**src/rtl/game_sequencer.sv**
```systemverilog
// game_sequencer: frame-rate game flow controller (title/play/hit/over), lives and
// survival score bookkeeping, round-robin enemy spawn scheduling and re-arm pulses.
module game_sequencer #(
  parameter int unsigned LIVES_INIT     = 3,
  parameter int unsigned RESPAWN_FRAMES = 120,
  parameter int unsigned SPAWN_PERIOD   = 90,
  parameter int unsigned SCORE_DIV      = 60,
  parameter logic [7:0]  KEY_START      = 8'h28
) (
  input  logic        frame_clk,
  input  logic        Reset,
  input  logic [23:0] keycode,
  input  logic        ball_die,
  input  logic [3:0]  enemy_alive,
  output logic        player_reset,
  output logic        enemy_clear,
  output logic        play_en,
  output logic        spawn_valid,
  output logic [1:0]  spawn_slot,
  output logic [2:0]  lives,
  output logic [15:0] score,
  output logic [1:0]  state
);

  typedef enum logic [1:0] {
    StIdle = 2'b00,
    StPlay = 2'b01,
    StHit  = 2'b10,
    StOver = 2'b11
  } state_e;

  localparam logic [9:0] ScoreLast   = 10'(SCORE_DIV - 1);
  localparam logic [9:0] SpawnLast   = 10'(SPAWN_PERIOD - 1);
  localparam logic [9:0] RespawnLast = 10'(RESPAWN_FRAMES - 1);
  localparam logic [2:0] LivesLoad   = 3'(LIVES_INIT);

  state_e      state_q, state_d;
  logic [2:0]  lives_q, lives_d;
  logic [15:0] score_q, score_d;
  logic [9:0]  score_tmr_q, score_tmr_d;
  logic [9:0]  spawn_tmr_q, spawn_tmr_d;
  logic [9:0]  resp_cnt_q, resp_cnt_d;
  logic [1:0]  rr_q, rr_d;
  logic        key_prev_q;
  logic        ignore_die_q, ignore_die_d;
  logic        player_reset_q, player_reset_d;
  logic        enemy_clear_q, enemy_clear_d;
  logic        spawn_valid_q, spawn_valid_d;
  logic [1:0]  spawn_slot_q, spawn_slot_d;

  logic        start_key;
  logic        start_edge;
  logic        free_found;
  logic [1:0]  free_slot;

  // Start key level from any of the three concurrent key bytes, and its rising edge.
  always_comb begin
    start_key  = (keycode[23:16] == KEY_START) || (keycode[15:8] == KEY_START) ||
                 (keycode[7:0] == KEY_START);
    start_edge = start_key && !key_prev_q;
  end

  // First free slot searching upward from the round-robin pointer, wrapping mod 4.
  always_comb begin
    logic [1:0] idx;
    free_found = 1'b0;
    free_slot  = rr_q;
    idx        = 2'd0;
    for (int i = 0; i < 4; i++) begin
      idx = rr_q + 2'(i);
      if (!free_found && !enemy_alive[idx]) begin
        free_found = 1'b1;
        free_slot  = idx;
      end
    end
  end

  // Next-state and next-output logic for the game flow.
  always_comb begin
    state_d        = state_q;
    lives_d        = lives_q;
    score_d        = score_q;
    score_tmr_d    = score_tmr_q;
    spawn_tmr_d    = spawn_tmr_q;
    resp_cnt_d     = resp_cnt_q;
    rr_d           = rr_q;
    ignore_die_d   = ignore_die_q;
    player_reset_d = 1'b0;
    enemy_clear_d  = 1'b0;
    spawn_valid_d  = 1'b0;
    spawn_slot_d   = spawn_slot_q;

    case (state_q)
      StIdle, StOver: begin
        if (start_edge) begin
          state_d        = StPlay;
          lives_d        = LivesLoad;
          score_d        = 16'd0;
          score_tmr_d    = 10'd0;
          spawn_tmr_d    = 10'd0;
          player_reset_d = 1'b1;
          enemy_clear_d  = 1'b1;
          // ball_die may still be high from the last game until player_reset lands.
          ignore_die_d   = 1'b1;
        end
      end
      StPlay: begin
        ignore_die_d = 1'b0;
        if (ball_die && !ignore_die_q) begin
          // Death wins over this frame's spawn and score activity; timers hold.
          state_d       = StHit;
          lives_d       = (lives_q != 3'd0) ? lives_q - 3'd1 : 3'd0;
          enemy_clear_d = 1'b1;
          resp_cnt_d    = RespawnLast;
        end else begin
          if (score_tmr_q >= ScoreLast) begin
            score_tmr_d = 10'd0;
            if (score_q != 16'hFFFF) begin
              score_d = score_q + 16'd1;
            end
          end else begin
            score_tmr_d = score_tmr_q + 10'd1;
          end
          if (spawn_tmr_q >= SpawnLast) begin
            spawn_tmr_d = 10'd0;
            // A full board drops the attempt and leaves the pointer where it was.
            if (free_found) begin
              spawn_valid_d = 1'b1;
              spawn_slot_d  = free_slot;
              rr_d          = free_slot + 2'd1;
            end
          end else begin
            spawn_tmr_d = spawn_tmr_q + 10'd1;
          end
        end
      end
      StHit: begin
        if (resp_cnt_q == 10'd0) begin
          if (lives_q == 3'd0) begin
            state_d = StOver;
          end else begin
            state_d        = StPlay;
            player_reset_d = 1'b1;
            spawn_tmr_d    = 10'd0;
            ignore_die_d   = 1'b1;
          end
        end else begin
          resp_cnt_d = resp_cnt_q - 10'd1;
        end
      end
      default: ;
    endcase
  end

  // State and counter registers; the key history resets high so a held key cannot start.
  always_ff @(posedge frame_clk or posedge Reset) begin
    if (Reset) begin
      state_q        <= StIdle;
      lives_q        <= 3'd0;
      score_q        <= 16'd0;
      score_tmr_q    <= 10'd0;
      spawn_tmr_q    <= 10'd0;
      resp_cnt_q     <= 10'd0;
      rr_q           <= 2'd0;
      key_prev_q     <= 1'b1;
      ignore_die_q   <= 1'b0;
      player_reset_q <= 1'b0;
      enemy_clear_q  <= 1'b0;
      spawn_valid_q  <= 1'b0;
      spawn_slot_q   <= 2'd0;
    end else begin
      state_q        <= state_d;
      lives_q        <= lives_d;
      score_q        <= score_d;
      score_tmr_q    <= score_tmr_d;
      spawn_tmr_q    <= spawn_tmr_d;
      resp_cnt_q     <= resp_cnt_d;
      rr_q           <= rr_d;
      key_prev_q     <= start_key;
      ignore_die_q   <= ignore_die_d;
      player_reset_q <= player_reset_d;
      enemy_clear_q  <= enemy_clear_d;
      spawn_valid_q  <= spawn_valid_d;
      spawn_slot_q   <= spawn_slot_d;
    end
  end

  // Outputs straight from registers.
  always_comb begin
    player_reset = player_reset_q;
    enemy_clear  = enemy_clear_q;
    play_en      = (state_q == StPlay);
    spawn_valid  = spawn_valid_q;
    spawn_slot   = spawn_slot_q;
    lives        = lives_q;
    score        = score_q;
    state        = state_q;
  end

endmodule

```
**config.mk**
```make
export PLATFORM = sky130hd
export DESIGN_NAME = game_sequencer
export DESIGN_NICKNAME = d
export VERILOG_FILES = /design/src/rtl/game_sequencer.sv
export SDC_FILE = /design/constraint.sdc
export NUM_CORES = 1
export LEC_CHECK = 0
export ABC_CLOCK_PERIOD_IN_PS = 3100
export BUFFER_PORTS_ARGS = -buffer_cell sky130_fd_sc_hd__buf_2
export CAP_MARGIN = 5
export CORE_AREA = 2 2 82 84
export CTS_CLUSTER_DIAMETER = 80
export DETAILED_ROUTE_END_ITERATION = 8
export DIE_AREA = 0 0 84 86
export PLACE_DENSITY = 0.79
export SYNTH_ARGS = -nofsm -noshare
export SYNTH_HDL_FRONTEND = slang
export SYNTH_SLANG_ARGS = --single-unit
export TNS_END_PERCENT = 5
```
**constraint.sdc**
```tcl
create_clock -name frame_clk -period 3.1 [get_ports frame_clk]
set_input_delay 0.155 -clock frame_clk [delete_from_list [all_inputs] [get_ports frame_clk]]
set_output_delay 0.155 -clock frame_clk [all_outputs]
set_load 0.005 [all_outputs]
```
==> results.sh, run 1 <==
export IMPL_layout_commonest_cell="dfrtp_1"
export IMPL_ys_seq_area_frac=0.425
export IMPL_crit_chain="inv_1 -> ha_1 -> and2_1 -> a41o_1 -> or3_1 -> o31ai_1"
export IMPL_place_congestion=0.865
export IMPL_cts_sinks=60
export IMPL_arrival_ns=2.88
export IMPL_skew_ns=0.00934
export IMPL_maxCapViolCount=0
export IMPL_hold_path_class="input pin to register"
export IMPL_stdcell_area_mm2=0.00411
export IMPL_synth_top_cell_by_area="dfrtp_1"
export IMPL_synthCells=383
export IMPL_area_delta_synth_final_pct=16.1
export IMPL_cts_tree="done"
export IMPL_ys_flop_type="dfrtp_1"
export IMPL_fin_crit_ns=2.65
export IMPL_max_freq_ghz=0.377
export IMPL_grtUsageMet1=0.298
export IMPL_dpl_cell_area_mm2=0.00393
export IMPL_power_leakage_nw=1.82
export IMPL_num_antenna_cells=0
export IMPL_grt_use_met2=0.425
export IMPL_start_util=0.563
export IMPL_boundaryPins=58
export IMPL_final_cell_mix="dfrtp_1, buf_2, nand2_1, a21oi_1, nor2_1"
export IMPL_synth_edf_count=0
export IMPL_endpoint_kind="register"
export IMPL_h_tree_depth=3
export IMPL_cp_num_buf_inv=1
export IMPL_drt_first_pass_iters=5
export IMPL_netlist_area_mm2=0.00354
export IMPL_cp_top_family="compound AO/OA/AOI/OAI gates"
export IMPL_synth_top_area_share=0.417
export IMPL_worstPathMaxFanout=37
export IMPL_cpPeakStageDelay_ns=0.58
export IMPL_start_kind="register"
export IMPL_clkLatencyLatePin_ns=0.34
export IMPL_drc=0
export IMPL_max_slew_margin=0.268
export IMPL_fill_cells=540
export IMPL_avgSynthCellArea_um2=9.24
export IMPL_rsz0062_at_grt="false"
export IMPL_finalMaxSlewViolations=0
export IMPL_synth_area_leaders="dfrtp_1, a21oi_1, ha_1"
export IMPL_ys_types=58
export IMPL_grt_use_met3=0.0395
export IMPL_ctsResizeCount=0
export IMPL_place_hpwl_mm=5.99
export IMPL_slowest_stage="a41o_1"
export IMPL_die_h_um=86
export IMPL_ys_ff_latch=60
export IMPL_die_area_mm2=0.00722
export IMPL_worst_pin_slew_ns=1.10
export IMPL_yosys_warnings=0
export IMPL_outcome="finished clean"
export IMPL_path_class="register to register"
export IMPL_numCtsBuffers=9
export IMPL_antenna_found_initial=0
export IMPL_fin_nets=488
export IMPL_grt_pass1_wl_mm=14.2
export IMPL_setup_tns_final_ns=0
export IMPL_async_reset_ff_frac=1.00
export IMPL_root_buffer="clkbuf_8"
export IMPL_coreArea_mm2=0.00628
export IMPL_die_x_um=84
export IMPL_syn_num_nets=424
export IMPL_track_usage=0.242
export IMPL_grt_ovfl_total=0
export IMPL_routedWlPerCell_um=15.5
export IMPL_drive_gt1_frac=0.208
export IMPL_setup_viol=0
export IMPL_ir_drop_uv=431
export IMPL_cts_setup_buffers=0
export IMPL_finalCritPeriodShare=0.855
export IMPL_cp_required_ns=3.33
export IMPL_drt_initial_drc_count=186
export IMPL_p_per_area_mw_per_mm2=727
export IMPL_grt_max_degree=38
export IMPL_top_usage_layer="met2"
export IMPL_wl_mm=8.19
export IMPL_hold_violations=0
export IMPL_vias=3262
export IMPL_clk_pin_slew_ns=0.07
export IMPL_cts_hold_buffers_added=1
export IMPL_avgViaCountPerCell=6.17
export IMPL_rows=29
export IMPL_ant_nets=0
export IMPL_clockBufferDepth=2
export IMPL_portBuffers=57
export IMPL_grt_pass1_vias=3193
[worst paths after layout]
kind                                 from        endpoint  slack, ns  depth (start not counted)
max in group asynchronous           Reset  spawn_tmr_q[5]       2.06                          4
max reg2reg                      state[0]  score_tmr_q[4]       0.45                          6
min in group asynchronous           Reset   resp_cnt_q[8]       0.37                          3
min                            keycode[6]      key_prev_q       0.17                          4
min reg2reg                score_tmr_q[9]  score_tmr_q[9]       0.50                          1
max                              state[0]  score_tmr_q[4]       0.45                          6
[area by class of cell]
| class | count | area [um^2] | area share |
|---|---|---|---|
| Clock buffer | 13 | 149 | 0.0362 |
| Inverter | 19 | 71.3 | 0.0174 |
| Timing Repair Buffer | 67 | 363 | 0.0883 |
| Tap cell | 77 | 96.3 | 0.0235 |
| Clock inverter | 3 | 15.0 | 0.00366 |
| Multi-Input combinational cell | 290 | 1910 | 0.465 |
| Sequential cell | 60 | 1500 | 0.366 |
[flip-flops by register name (all words and copies together), names as in the netlist, 2 cells and up]
name,count
state,2
score_tmr_q,10
rr_q,2
resp_cnt_q,10
lives,3
spawn_tmr_q,10
spawn_slot,2
score,16
[where the power goes]
part           internal [mW]  leakage (nW)  switching, mW  total (mW)
logic                  0.498         0.947          0.842        1.34
registers              0.897         0.782          0.141        1.04
clock network          0.309        0.0872          0.298       0.606
[through the flow]
step / std cells / total power [mW] / utilization / worst slack, ns / hold WS, ns
4_1_cts: 529 / 2.99 / 0.654 / 0.457 / 0.165
6_report: 529 / 2.98 / 0.654 / 0.451 / 0.170
3_5_place_dp: 512 / 2.39 / 0.627 / 0.473 / 0.189
3_3_place_gp: 512 / 2.32 / 0.627 / 0.629 / 0.172
5_1_grt: 529 / 3.21 / 0.654 / 0.230 / 0.183
2_1_floorplan: 383 / 1.98 / - / 0.653 / 0.377
[tightest hold or removal path: cells and delay by family]
| kind | cells | cell delay (ns) |
|---|---|---|
| simple gates | 3 | 0.27 |
| buf+inv | 1 | 0.07 |
[logic make-up (layout without fill, tap and decap cells)]
group,after synthesis,count (layout),synth area share
buffers and inverters,33,102,0.0350
and+or+nand+nor,168,168,0.278
AOI/OAI and AO/OA,94,94,0.174
adders and majority gates,10,10,0.0354
muxes,10,10,0.0297
xor gates and xnor gates,8,8,0.0237
DFF,60,60,0.425
[synth_stat cells (2+ instances only)]
library cell and n:
nor2_1 21, or3_1 8, nor2b_1 3, nand2_1 30, or4b_1 2, nor3b_1 3
o21ai_1 2, nand3_1 19, nand2b_1 11, o41ai_1 3, xnor2_1 2, o22ai_1 5
a21oi_1 26, o31ai_1 11, inv_1 19, a211oi_1 5, o2111ai_1 4, and3_1 4
mux2i_1 6, a41oi_1 2, nand3b_1 5, or4_1 11, o21ai_0 19, nor4b_1 7
clkbuf_1 13, or2_2 2, dfrtp_1 59, ha_1 10, and2_1 8, xor2_1 5
nor4_1 2, and4_1 3, nand4b_1 2, a31oi_1 8, mux2_2 4, nor3_1 9
nand4_1 9
[layer usage]
layer | share of wire | wire, um | vias up
met4 | 0.019 | 157 | 0
met5 | 0 | 0 | -
li1 | - | - | 1570
met2 | 0.50 | 4110 | 98
met3 | 0.041 | 334 | 18
met1 | 0.44 | 3580 | 1576
(Power assumes the default switching activity.)
==> run 2: changes to the inputs <==
--- a/config.mk
+++ b/config.mk
@@ -12,7 +12,7 @@
 export CTS_CLUSTER_DIAMETER = 80
 export DETAILED_ROUTE_END_ITERATION = 8
 export DIE_AREA = 0 0 84 86
-export PLACE_DENSITY = 0.79
+export PLACE_DENSITY = 0.86
 export SYNTH_ARGS = -nofsm -noshare
 export SYNTH_HDL_FRONTEND = slang
 export SYNTH_SLANG_ARGS = --single-unit
==> run 2 against run 1 <==
  * Clock skew down 0.0043 ns
  * Setup slack lost 0.074 ns
  * Fmax decreased by 2.7%
  * Highest routed layer unchanged
==> results.sh, run 2 (synthesized netlist as in run 1, its figures left out) <==
export IMPL_swShare=0.421
export IMPL_root_buffer="clkbuf_8"
export IMPL_grt_ovfl_total=0
export IMPL_multi_input_area_mm2=0.00191
export IMPL_clk_pin_slew_ns=0.07
export IMPL_intPower_mw=1.80
export IMPL_rows=29
export IMPL_worstPathMaxFanout=39
export IMPL_setup_tns_final_ns=0
export IMPL_cp_num_buf_inv=1
export IMPL_ant_nets=0
export IMPL_layout_commonest_cell="dfrtp_1"
export IMPL_fill_cells=508
export IMPL_combPwrFrac=0.436
export IMPL_die_area_mm2=0.00722
export IMPL_ir_drop_uv=443
export IMPL_track_usage=0.242
export IMPL_finalMaxSlewViolations=0
export IMPL_drive_gt1_frac=0.213
export IMPL_arrival_ns=2.96
export IMPL_endpoint_kind="register"
export IMPL_cp_top_family="compound AO/OA/AOI/OAI gates"
export IMPL_start_kind="register"
export IMPL_ff_latch_area_mm2=0.00150
export IMPL_cts_tree="done"
export IMPL_numCtsBuffers=9
export IMPL_grt_max_degree=40
export IMPL_slowest_stage="a41o_1"
export IMPL_setup_viol=0
export IMPL_dp_cells=511
export IMPL_fin_crit_ns=2.72
export IMPL_skew_ns=0.00506
export IMPL_path_class="register to register"
export IMPL_seq_power_share=0.332
export IMPL_drc=0
export IMPL_boundaryPins=58
export IMPL_drt_first_pass_iters=5
export IMPL_max_freq_ghz=0.367
export IMPL_area_delta_synth_final_pct=17.0
export IMPL_vias=3265
export IMPL_avgViaCountPerCell=6.18
export IMPL_final_core_util=0.659
export IMPL_dpl_cell_area_mm2=0.00393
export IMPL_coreArea_mm2=0.00628
export IMPL_p_sw_mw=1.31
export IMPL_place_congestion=0.872
export IMPL_wl_mm=8.24
export IMPL_final_cell_mix="dfrtp_1, buf_2, nand2_1, a21oi_1, nor2_1"
export IMPL_grt_pass1_vias=3130
export IMPL_crit_chain="inv_1 -> ha_1 -> and2_1 -> a41o_1 -> or3_1 -> o31ai_1"
export IMPL_place_hpwl_mm=5.81
export IMPL_clockBufferDepth=2
export IMPL_num_antenna_cells=0
export IMPL_power_mw=3.11
export IMPL_p_per_area_mw_per_mm2=752
export IMPL_outcome="finished clean"
export IMPL_cp_required_ns=3.34
export IMPL_power_leakage_nw=1.83
export IMPL_drt_initial_drc_count=298
export IMPL_die_x_um=84
export IMPL_antenna_found_initial=0
export IMPL_clkLatencyLatePin_ns=0.34
export IMPL_hold_violations=0
export IMPL_worst_slack_ns=0.377
export IMPL_maxCapViolCount=0
export IMPL_routedWlPerCell_um=15.6
export IMPL_fin_nets=487
export IMPL_finalCritPeriodShare=0.878
export IMPL_worst_pin_slew_ns=1.13
export IMPL_stdcell_area_mm2=0.00414
export IMPL_start_util=0.563
export IMPL_power_frac_clock=0.232
export IMPL_dp_slack_ns=0.457
export IMPL_cpPeakStageDelay_ns=0.60
export IMPL_largest_register_ffs=16
export IMPL_max_slew_margin=0.250
export IMPL_cts_sinks=60
export IMPL_rsz0062_at_grt="false"
export IMPL_portBuffers=57
export IMPL_stdcell_count=528
export IMPL_hold_ws_ns=0.168
export IMPL_hold_path_class="input pin to register"
export IMPL_die_h_um=86
export IMPL_grt_pass1_wl_mm=14.3
export IMPL_h_tree_depth=3
-- run 2: changes by cell type in the layout (fill, tap and decap cells not counted), sizes merged --
cell	delta
bufinv	+1
buf	-1
clkbuf	-2
clkinv	+1
-- run 2: cell type report --
cell class | count | share of cell area
multi-input cells | 290 | 0.462
flip-flops and latches | 60 | 0.363
repair buffers | 66 | 0.0859
clock buffers | 11 | 0.0366
well taps | 77 | 0.0233
inverters | 19 | 0.0172
clock inverters | 5 | 0.0121
-- run 2: worst paths after layout --
kind | startpoint | endpoint | slack [ns] | cells past startpoint
max | state[0] | score_tmr_q[4] | 0.38 | 6
min | keycode[20] | key_prev_q | 0.17 | 4
max reg2reg | state[0] | score_tmr_q[4] | 0.38 | 6
min reg2reg | score_tmr_q[9] | score_tmr_q[9] | 0.49 | 1
max in group asynchronous | Reset | key_prev_q | 1.84 | 4
min in group asynchronous | Reset | score[11] | 0.38 | 3
-- run 2: repair_timing --
action                    in CTS  in global routing
resized for setup              0                  0
hold endpoints to repair      22                  0
hold buffers                   1                  0
buffers inserted               0                  0
-- run 2: worst register-to-register path, stage by stage (launching register included) --
cell and delay [ns]:
dfrtp_1 0.39, inv_1 0.07, ha_1 0.42, and2_1 0.23
a41o_1 0.60, or3_1 0.60, o31ai_1 0.31
-- run 2: per-layer routing --
metal  part of all wire  global-route usage
met1               0.43               0.301
met2               0.51               0.407
met3              0.048              0.0674
met4             0.0067              0.0836
met5                  0                   0
-- run 2: power groups by stage --
stage	clock (mW)	combinational, mW	sequential [mW]
after global routing	0.767	1.51	1.05
final	0.721	1.36	1.03
after CTS	0.739	1.35	1.03
after detailed placement	0	1.34	1.05
after global placement	0	1.29	1.03
after floorplan	0	0.968	1.01
